File: src/rtl/commit_tracer_if.sv
// Bundles the write-back observation inputs, the retirement record stream and
// the event counters between the pipeline/consumer side and the commit tracer.
interface commit_tracer_if #(
    parameter int CNT_W = 32
);
    logic             enable;
    logic             wb_valid;
    logic [31:0]      wb_pc;
    logic             wb_reg_write;
    logic [4:0]       wb_rd;
    logic [31:0]      wb_data;
    logic             wb_store;
    logic             stall;
    logic             flush;

    logic             rec_valid;
    logic             rec_ready;
    logic [31:0]      rec_pc;
    logic [4:0]       rec_rd;
    logic [31:0]      rec_data;
    logic [1:0]       rec_kind;

    logic [CNT_W-1:0] cycle_count;
    logic [CNT_W-1:0] retire_count;
    logic [CNT_W-1:0] stall_count;
    logic [CNT_W-1:0] flush_count;
    logic [CNT_W-1:0] drop_count;
    logic             overflow;

    modport master (
        output enable, wb_valid, wb_pc, wb_reg_write, wb_rd, wb_data, wb_store,
               stall, flush, rec_ready,
        input  rec_valid, rec_pc, rec_rd, rec_data, rec_kind,
               cycle_count, retire_count, stall_count, flush_count, drop_count,
               overflow
    );

    modport slave (
        input  enable, wb_valid, wb_pc, wb_reg_write, wb_rd, wb_data, wb_store,
               stall, flush, rec_ready,
        output rec_valid, rec_pc, rec_rd, rec_data, rec_kind,
               cycle_count, retire_count, stall_count, flush_count, drop_count,
               overflow
    );
endinterface

File: src/rtl/commit_tracer.sv
// Commit tracer: queues one record per retired instruction in a small FIFO and
// keeps saturating event counters for cycles, retirements, stalls, flushes and drops.
module commit_tracer #(
    parameter int DEPTH = 8,
    parameter int CNT_W = 32
) (
    input  logic            clock,
    input  logic            reset,
    commit_tracer_if.slave  bus
);
    localparam int AW = (DEPTH > 1) ? $clog2(DEPTH) : 1;

    localparam logic [1:0] KIND_REG   = 2'd0;
    localparam logic [1:0] KIND_STORE = 2'd1;
    localparam logic [1:0] KIND_NONE  = 2'd2;

    logic [31:0]      pcMem_q   [DEPTH];
    logic [4:0]       rdMem_q   [DEPTH];
    logic [31:0]      dataMem_q [DEPTH];
    logic [1:0]       kindMem_q [DEPTH];

    logic [AW-1:0]    wptr_q, wptr_d;
    logic [AW-1:0]    rptr_q, rptr_d;
    logic [AW:0]      count_q, count_d;

    logic [CNT_W-1:0] cycleCnt_q, retireCnt_q, stallCnt_q, flushCnt_q, dropCnt_q;
    logic             overflow_q;

    logic             pushAttempt, doPush, doPop, doDrop, full, notEmpty;
    logic [4:0]       recRd_d;
    logic [1:0]       recKind_d;

    function automatic logic [CNT_W-1:0] satInc(input logic [CNT_W-1:0] v);
        return (v == {CNT_W{1'b1}}) ? v : v + CNT_W'(1);
    endfunction

    assign notEmpty    = (count_q != '0);
    assign full        = (count_q == (AW+1)'(DEPTH));
    assign pushAttempt = bus.enable && bus.wb_valid;
    assign doPop       = notEmpty && bus.rec_ready;
    // A full FIFO still accepts a push when the head leaves on the same edge.
    assign doPush      = pushAttempt && (!full || doPop);
    assign doDrop      = pushAttempt && full && !doPop;

    always_comb begin
        recRd_d   = 5'd0;
        recKind_d = KIND_NONE;
        if (bus.wb_store) begin
            recKind_d = KIND_STORE;
        end else if (bus.wb_reg_write && (bus.wb_rd != 5'd0)) begin
            recKind_d = KIND_REG;
            recRd_d   = bus.wb_rd;
        end
    end

    always_comb begin
        wptr_d  = doPush ? wptr_q + AW'(1) : wptr_q;
        rptr_d  = doPop  ? rptr_q + AW'(1) : rptr_q;
        count_d = count_q + (AW+1)'(doPush) - (AW+1)'(doPop);
    end

    always_ff @(posedge clock) begin
        if (doPush) begin
            pcMem_q[wptr_q]   <= bus.wb_pc;
            rdMem_q[wptr_q]   <= recRd_d;
            dataMem_q[wptr_q] <= bus.wb_data;
            kindMem_q[wptr_q] <= recKind_d;
        end
    end

    always_ff @(posedge clock or posedge reset) begin
        if (reset) begin
            wptr_q  <= '0;
            rptr_q  <= '0;
            count_q <= '0;
        end else begin
            wptr_q  <= wptr_d;
            rptr_q  <= rptr_d;
            count_q <= count_d;
        end
    end

    always_ff @(posedge clock or posedge reset) begin
        if (reset) begin
            cycleCnt_q  <= '0;
            retireCnt_q <= '0;
            stallCnt_q  <= '0;
            flushCnt_q  <= '0;
            dropCnt_q   <= '0;
            overflow_q  <= 1'b0;
        end else if (bus.enable) begin
            cycleCnt_q <= satInc(cycleCnt_q);
            if (bus.wb_valid) retireCnt_q <= satInc(retireCnt_q);
            if (bus.stall)    stallCnt_q  <= satInc(stallCnt_q);
            if (bus.flush)    flushCnt_q  <= satInc(flushCnt_q);
            if (doDrop) begin
                dropCnt_q  <= satInc(dropCnt_q);
                overflow_q <= 1'b1;
            end
        end
    end

    // Record fields are gated by rec_valid so reset drives them to zero at once.
    assign bus.rec_valid    = notEmpty;
    assign bus.rec_pc       = notEmpty ? pcMem_q[rptr_q]   : 32'd0;
    assign bus.rec_rd       = notEmpty ? rdMem_q[rptr_q]   : 5'd0;
    assign bus.rec_data     = notEmpty ? dataMem_q[rptr_q] : 32'd0;
    assign bus.rec_kind     = notEmpty ? kindMem_q[rptr_q] : 2'd0;

    assign bus.cycle_count  = cycleCnt_q;
    assign bus.retire_count = retireCnt_q;
    assign bus.stall_count  = stallCnt_q;
    assign bus.flush_count  = flushCnt_q;
    assign bus.drop_count   = dropCnt_q;
    assign bus.overflow     = overflow_q;
endmodule
File: src/flat_wrapper.sv
// flat-port wrapper written by rule: the top's interface ports become plain ports
module commit_tracer_flat 
#(
    parameter int DEPTH = 8,
    parameter int CNT_W = 32
)
  (clock, reset, bus_enable, bus_wb_valid, bus_wb_pc, bus_wb_reg_write, bus_wb_rd, bus_wb_data, bus_wb_store, bus_stall, bus_flush, bus_rec_ready, bus_rec_valid, bus_rec_pc, bus_rec_rd, bus_rec_data, bus_rec_kind, bus_cycle_count, bus_retire_count, bus_stall_count, bus_flush_count, bus_drop_count, bus_overflow);
  commit_tracer_if #(.CNT_W(CNT_W)) bus_i ();
  input  logic clock;
  input  logic reset;
  input wire logic [$bits(bus_i.enable)-1:0] bus_enable;
  input wire logic [$bits(bus_i.wb_valid)-1:0] bus_wb_valid;
  input wire logic [$bits(bus_i.wb_pc)-1:0] bus_wb_pc;
  input wire logic [$bits(bus_i.wb_reg_write)-1:0] bus_wb_reg_write;
  input wire logic [$bits(bus_i.wb_rd)-1:0] bus_wb_rd;
  input wire logic [$bits(bus_i.wb_data)-1:0] bus_wb_data;
  input wire logic [$bits(bus_i.wb_store)-1:0] bus_wb_store;
  input wire logic [$bits(bus_i.stall)-1:0] bus_stall;
  input wire logic [$bits(bus_i.flush)-1:0] bus_flush;
  input wire logic [$bits(bus_i.rec_ready)-1:0] bus_rec_ready;
  output wire logic [$bits(bus_i.rec_valid)-1:0] bus_rec_valid;
  output wire logic [$bits(bus_i.rec_pc)-1:0] bus_rec_pc;
  output wire logic [$bits(bus_i.rec_rd)-1:0] bus_rec_rd;
  output wire logic [$bits(bus_i.rec_data)-1:0] bus_rec_data;
  output wire logic [$bits(bus_i.rec_kind)-1:0] bus_rec_kind;
  output wire logic [$bits(bus_i.cycle_count)-1:0] bus_cycle_count;
  output wire logic [$bits(bus_i.retire_count)-1:0] bus_retire_count;
  output wire logic [$bits(bus_i.stall_count)-1:0] bus_stall_count;
  output wire logic [$bits(bus_i.flush_count)-1:0] bus_flush_count;
  output wire logic [$bits(bus_i.drop_count)-1:0] bus_drop_count;
  output wire logic [$bits(bus_i.overflow)-1:0] bus_overflow;
  assign bus_i.enable = bus_enable;
  assign bus_i.wb_valid = bus_wb_valid;
  assign bus_i.wb_pc = bus_wb_pc;
  assign bus_i.wb_reg_write = bus_wb_reg_write;
  assign bus_i.wb_rd = bus_wb_rd;
  assign bus_i.wb_data = bus_wb_data;
  assign bus_i.wb_store = bus_wb_store;
  assign bus_i.stall = bus_stall;
  assign bus_i.flush = bus_flush;
  assign bus_i.rec_ready = bus_rec_ready;
  assign bus_rec_valid = bus_i.rec_valid;
  assign bus_rec_pc = bus_i.rec_pc;
  assign bus_rec_rd = bus_i.rec_rd;
  assign bus_rec_data = bus_i.rec_data;
  assign bus_rec_kind = bus_i.rec_kind;
  assign bus_cycle_count = bus_i.cycle_count;
  assign bus_retire_count = bus_i.retire_count;
  assign bus_stall_count = bus_i.stall_count;
  assign bus_flush_count = bus_i.flush_count;
  assign bus_drop_count = bus_i.drop_count;
  assign bus_overflow = bus_i.overflow;
  commit_tracer #(.DEPTH(DEPTH), .CNT_W(CNT_W)) u_core (.clock(clock), .reset(reset), .bus(bus_i));
endmodule
File: config.mk
export PLATFORM = sky130hd
export DESIGN_NAME = commit_tracer_flat
export DESIGN_NICKNAME = d
export VERILOG_FILES = /design/src/rtl/commit_tracer_if.sv /design/src/rtl/commit_tracer.sv /design/src/flat_wrapper.sv
export SDC_FILE = /design/constraint.sdc
export NUM_CORES = 1
export LEC_CHECK = 0
export CAP_MARGIN = 20
export CORE_ASPECT_RATIO = 1.4
export CORE_UTILIZATION = 44
export CTS_CLUSTER_DIAMETER = 100
export CTS_CLUSTER_SIZE = 30
export DETAILED_ROUTE_END_ITERATION = 6
export SETUP_SLACK_MARGIN = 0.15
export SLEW_MARGIN = 30
export SYNTH_ARGS = -nofsm -noshare
export SYNTH_HDL_FRONTEND = slang
export SYNTH_SLANG_ARGS = --single-unit
File: constraint.sdc
create_clock -name clock -period 21.1 [get_ports clock]
set_input_delay 4.22 -clock clock [delete_from_list [all_inputs] [get_ports clock]]
set_output_delay 4.22 -clock clock [all_outputs]
set_load 0.02 [all_outputs]
==> flow_summary.toml, run 1 <==
[outcome]
outcome = "completed"

[setup_path]
slowest_delay_ns = 0.86
crit_arrival_ns = 3.70
worst-path-max-fanout = 52
ff2ff_setup_slack_ns = 17.72
crit_chain = "buf_6, mux4_2, mux2i_1, nor2_1, clkdlybuf4s50_1"
ff2ff_path_depth = 8
critPathKind = "flop to primary output"
reg2reg_from = "u_core.count_q[2]$_DFF_PP0_"
cp-startpoint = "u_core.rptr_q[0]$_DFFE_PP0P_"
crit_path_top_delay_cell = "dfrtp_4"
cp_data_required_time_ns = 16.88
cp-end-kind = "primary output"
setup.worst_path.end = "bus_rec_pc[1]"
regToRegEndpoint = "u_core.pcMem_q[0][24]$_DFFE_PP_"
cp-start-kind = "flop"
cp.buffers_inverters = 2
path_delay_family = "buffers and inverters"
cp.depth = 5

[routing]
ant_nets = 0
totalWireLength_um = 66170
num_vias = 16080
drt_iter0_markers = 1020
drtPass1Iterations = 5
wl_per_cell_um = 22.95
drcViolationCount = 0
via_per_inst = 5.577

[clock_tree]
insertion_delay_ns = 0.63
post_cts_buffers = 0
ctsResizeCount = 0
clock_path_buffers = 3
clkTransAtPathRegs_ns = 0.12
tritoncts = "done"
cts.sinks = 739
htreeDepth = 1
cts_hold_buf = 0
cts_root_buf = "clkbuf_16"
numCtsBuffers = 28

[placed_design]
io_buffers = 310
dpl.hpwl_um = 40180
finalWeightedCongestion = 0.8220

[yosys]
async_flop_share_pct = 23.14
synth_top_area_share_pct = 57.15
synth_top_cells_by_count = "edfxtp_1, dfrtp_1, mux4_2, nor2_1, xnor2_1"
synth_seq_area_share_pct = 71.49
synth_seq_cells = 739
yosysTopAreaCell = "edfxtp_1"
postSynthAreaPerCell_um2 = 17.57
syn-cell-area_um2 = 29840
synth_ff_type = "edfxtp_1"
synth_edf_count = 568
synth_most_common_cell = "edfxtp_1"
synth_area_leaders = "edfxtp_1, dfrtp_1, mux4_2"
synth_cell_types = 53
ys_warn_count = 0
syn_nets = 1791
syn_inst = 1699

[grt]
grt_max_degree = 96
grt_usage_pct = 19.30
gr-total-overflow = 0
grt_pass1_vias = 16820
grt_pass1_wl_um = 102000
antenna_found_initial = 9

[floorplanning]
die_h_um = 310.2
core_um2 = 66840
dieArea_um2 = 68890
top_level_ports = 311
dieWidth_um = 222.1
rows = 112
initial_core_util_pct = 44.65

[timing]
tightest_slew_ns = 0.8803
rsz0062_at_grt = "false"
setup_viol = 0
final.min_clock_period_ns = 7.919
whs_ns = 0.4926
slew_viol_final = 0
timing.final.hold_violations = 0
timing.slew.headroom_pct = 41.32
fin_worst_skew_ns = 0.02447
finalSetupTns_ns = 0
fmax_mhz = 126.3
fin_crit_sh_pct = 37.53

[worst_hold_path]
min_path_type = "flop to flop"

[finish]
multi_input_area_um2 = 8262
drive_gt1_share_pct = 11.85
fill_cells = 5466
nets = 2096
seqCellArea_um2 = 21350
area_growth_syn_to_layout_pct = 17.10
finalCoreUtilization_pct = 52.28

[power_and_ir_drop]
p_per_area_nw_per_um2 = 110.2
power.leakage_uw = 0.01213
peakVddDrop_uv = 96.13

[flow_run]
max_cap_violations = 0
[sequential cells by signal, indices dropped and copies added (netlist names), 16 cells and up]
signal,flops
u_core.bus.drop_count,32
u_core.bus.retire_count,32
u_core.bus.flush_count,32
u_core.pcMem_q,256
u_core.rdMem_q,40
u_core.dataMem_q,256
u_core.bus.stall_count,32
u_core.kindMem_q,16
u_core.bus.cycle_count,32
[worst min path at each step]
| stage | from | endpoint | slack, ns | depth (start not counted) |
|---|---|---|---|---|
| 2_1_floorplan | u_core.wptr_q[0]$_DFFE_PP0P_ | u_core.wptr_q[0]$_DFFE_PP0P_ | 0.48 | 1 |
| 5_1_grt | u_core.bus.overflow$_DFFE_PP0P_ | u_core.bus.overflow$_DFFE_PP0P_ | 0.53 | 1 |
| 3_3_place_gp | u_core.bus.overflow$_DFFE_PP0P_ | u_core.bus.overflow$_DFFE_PP0P_ | 0.45 | 1 |
| 3_5_place_dp | u_core.bus.overflow$_DFFE_PP0P_ | u_core.bus.overflow$_DFFE_PP0P_ | 0.46 | 1 |
| 4_1_cts | u_core.bus.overflow$_DFFE_PP0P_ | u_core.bus.overflow$_DFFE_PP0P_ | 0.49 | 1 |
| 6_report | u_core.bus.overflow$_DFFE_PP0P_ | u_core.bus.overflow$_DFFE_PP0P_ | 0.49 | 1 |
[cells by family after synthesis]
group           Yosys count  synth area share [%]
flops                   739                 71.49
simple gates            464                 8.062
mux                     220                 13.36
xor+xnor                158                 4.637
buf+inv                  81                 1.090
compound gates           23                0.7464
fa+ha+maj                14                0.6121
[layer usage]
metal / global-route usage, % / part of all wire, %
met5: 0 / 0.14
met4: 2.972 / 1.1
met3: 3.560 / 5.6
met2: 34.06 / 51
met1: 25.34 / 42
[layout by cell type (no fill, tap or decap), drive strengths merged, types with 27 or more instances in the layout]
cell type and count:
clkbuf 48, mux4 142, xor2 61, xnor2 97, clkdlybuf4s50 310, nand3 63, nor3 28, and3 29
nor2 134, buf 27, nand2 71, edfxtp 568, dfrtp 171, nand4 62, mux2i 71
[per-stage QoR]
step	cells	instance area [µm²]	setup WS [ns]	power, µW
5_1_grt	2881	34940	12.91	4038
4_1_cts	2880	34930	12.88	3913
6_report	2883	34950	13.18	3851
3_3_place_gp	2827	34030	13.12	3204
3_5_place_dp	2829	34100	13.24	3216
2_1_floorplan	1699	29840	10.65	2648
[power breakdown]
part / switching (µW) / total [µW] / internal, µW
logic: 700 / 1350 / 647
registers: 114 / 1810 / 1690
clock network: 421 / 696 / 274
[cell type report]
class,instances,share of cell area [%]
multi-input cells,879,23.64
clock inverters,3,0.1146
well taps,855,3.061
diodes,3,0.02148
repair buffers,337,9.574
inverters,19,0.2256
flip-flops and latches,739,61.08
clock buffers,48,2.281
No activity file was read; power rests on OpenSTA's default activity.
==> run 2, diff against run 1 <==
==> constraint.sdc (replaced) <==
create_clock -name clock -period 7.9 [get_ports clock]
set_input_delay 1.58 -clock clock [delete_from_list [all_inputs] [get_ports clock]]
set_output_delay 1.58 -clock clock [all_outputs]
set_load 0.02 [all_outputs]
==> run 2 against run 1 <==
Effect of this change:
- die area unchanged
- cell count barely moved
- via count decreased by 0.55%
- flip-flop and latch count unchanged
- sequential power rose to 2.7 times the previous value
- core utilization rose by 0.14 points
- first-iteration DRC count up 7.0%
- clock power grew to 2.7 times the previous value
- global-route usage increased by 0.18 points
- combinational power rose to 2.7 times the previous value
- routed wire length grew 1.0%
- worst setup slack worse by 11 ns
==> flow_summary.toml, run 2 (synthesis gave the netlist of run 1 again) <==
[setup_path]
slowest_delay_ns = 0.79
crit_chain = "buf_16, buf_4, mux4_2, mux2i_1, nor2_1, clkdlybuf4s50_1"
regToRegEndpoint = "u_core.dataMem_q[1][14]$_DFFE_PP_"
path_delay_family = "buffers and inverters"
cp-end-kind = "primary output"
crit_arrival_ns = 3.71
cp-start-kind = "flop"
critPathKind = "flop to primary output"
ff2ff_setup_slack_ns = 4.45
reg2reg_from = "u_core.count_q[2]$_DFF_PP0_"
ff2ff_path_depth = 8
cp.buffers_inverters = 3
worst-path-max-fanout = 46
crit_path_top_delay_cell = "dfrtp_4"
cp_data_required_time_ns = 6.32

[finish]
area_growth_syn_to_layout_pct = 17.42
nets = 2097
drive_gt1_share_pct = 11.99
layout_commonest_cell = "edfxtp_1"
fill_cells = 5461
final_area_um2 = 35040
reg_top3 = "u_core.dataMem_q x256, u_core.pcMem_q x256, u_core.rdMem_q x40"
final_cell_mix = "edfxtp_1, clkdlybuf4s50_1, dfrtp_1, mux4_2, nor2_1"

[routing]
ant_nets = 0
drcViolationCount = 0
drt_iter0_markers = 1091
via_per_inst = 5.548
num_vias = 15990
wl_per_cell_um = 23.19
drtPass1Iterations = 5
totalWireLength_um = 66830

[floorplanning]
initial_core_util_pct = 44.65
top_level_ports = 311
core_um2 = 66840
die_h_um = 310.2
rows = 112
dieWidth_um = 222.1
dieArea_um2 = 68890

[clock_tree]
ctsResizeCount = 0
htreeDepth = 1
post_cts_buffers = 0
cts_root_buf = "clkbuf_16"
insertion_delay_ns = 0.63
tritoncts = "done"
numCtsBuffers = 28
clock_path_buffers = 3
cts.sinks = 739
clkTransAtPathRegs_ns = 0.11
cts_hold_buf = 0

[timing]
fin_crit_sh_pct = 66.97
tightest_slew_ns = 0.9089
timing.slew.headroom_pct = 39.41
rsz0062_at_grt = "false"
slew_viol_final = 0
setup_viol = 0
timing.final.hold_violations = 0
fmax_mhz = 189.0
finalSetupTns_ns = 0
fin_worst_skew_ns = 0.01812
final.min_clock_period_ns = 5.291
whs_ns = 0.4863

[grt]
grt_max_degree = 96
gr-total-overflow = 0
met2_usage_pct = 34.38
antenna_found_initial = 7
grt_usage_pct = 19.48
grt_busiest_layer = "met2"
use_met3_pct = 3.059
met1_usage_pct = 25.66
grt_pass1_vias = 16710
grt_pass1_wl_um = 102900

[power_and_ir_drop]
p_per_area_nw_per_um2 = 295.5
power.leakage_uw = 0.01217
finalPower_uw = 10360
peakVddDrop_uv = 233.8

[placed_design]
finalWeightedCongestion = 0.8499
io_buffers = 310
dpl.hpwl_um = 42360
post_dp_cell_area_um2 = 34190

[worst_hold_path]
min_from = "u_core.bus.overflow$_DFFE_PP0P_"
min_path_type = "flop to flop"
hold_end = "u_core.bus.overflow$_DFFE_PP0P_"
hold_depth = 1

[outcome]
outcome = "completed"

[flow_run]
max_cap_violations = 0
[run 2: cell count changes in the layout (fill, tap and decap cells not counted), moves of 2 or more]
cell / delta
buf_4: -3
diode_2: -2
clkinv_2: +2
nor3_2: -2
nor3_4: +2
buf_12: +2
buf_16: +2
[run 2: where the power goes]
| part | total (µW) | switching, µW | internal [µW] |
|---|---|---|---|
| logic | 3680 | 1910 | 1760 |
| registers | 4810 | 286 | 4520 |
| clock network | 1870 | 1140 | 735 |
[run 2: final cells by class]
cell class | instances | area, µm² | area share, %
sequential | 739 | 21350 | 60.92
multi-input combinational | 879 | 8280 | 23.63
timing repair buffer | 338 | 3418 | 9.755
tap | 855 | 1070 | 3.053
clock buffer | 48 | 818.3 | 2.335
inverter | 19 | 78.83 | 0.2249
clock inverter | 3 | 27.53 | 0.07855
antenna | 1 | 2.502 | 0.007141
[run 2: how the worst max path moves through the flow]
stage,slack [ns],start,cells after the start,end
detailed placement,2.61,bus_enable,8,u_core.pcMem_q[1][25]$_DFFE_PP_
global route,2.38,u_core.rptr_q[0]$_DFFE_PP0P_,5,bus_rec_pc[2]
global placement,2.70,bus_enable,8,u_core.pcMem_q[1][28]$_DFFE_PP_
floorplan,1.69,reset,1,u_core.bus.cycle_count[0]$_DFFE_PP0P_
CTS,2.44,u_core.rptr_q[1]$_DFFE_PP0P_,6,bus_rec_pc[4]
finish,2.61,u_core.rptr_q[1]$_DFFE_PP0P_,6,bus_rec_pc[4]
[run 2: metrics by stage]
stage	setup slack (ns)	util (%)	std cells
2_1_floorplan	1.688	-	1699
3_3_place_gp	2.701	50.95	2826
3_5_place_dp	2.613	51.15	2830
4_1_cts	2.439	52.41	2881
5_1_grt	2.379	52.42	2882
6_report	2.609	52.42	2882
[run 2: layer usage]
layer  up-vias  wire length (µm)
met1      8346             28100
met2       382             34230
met5         -                80
met3        57              3386
li1       7193                 -
met4        12              1035
[run 2: worst register-to-register path: cells and delay by family, from the launching register on]
family                   cells  cell delay (ns)
buffers and inverters        3             1.23
adder cells (fa/ha/maj)      1             0.21
AO/OA/AOI/OAI                1             0.55
flip-flops                   1             0.34
AND/OR/NAND/NOR              3             0.75
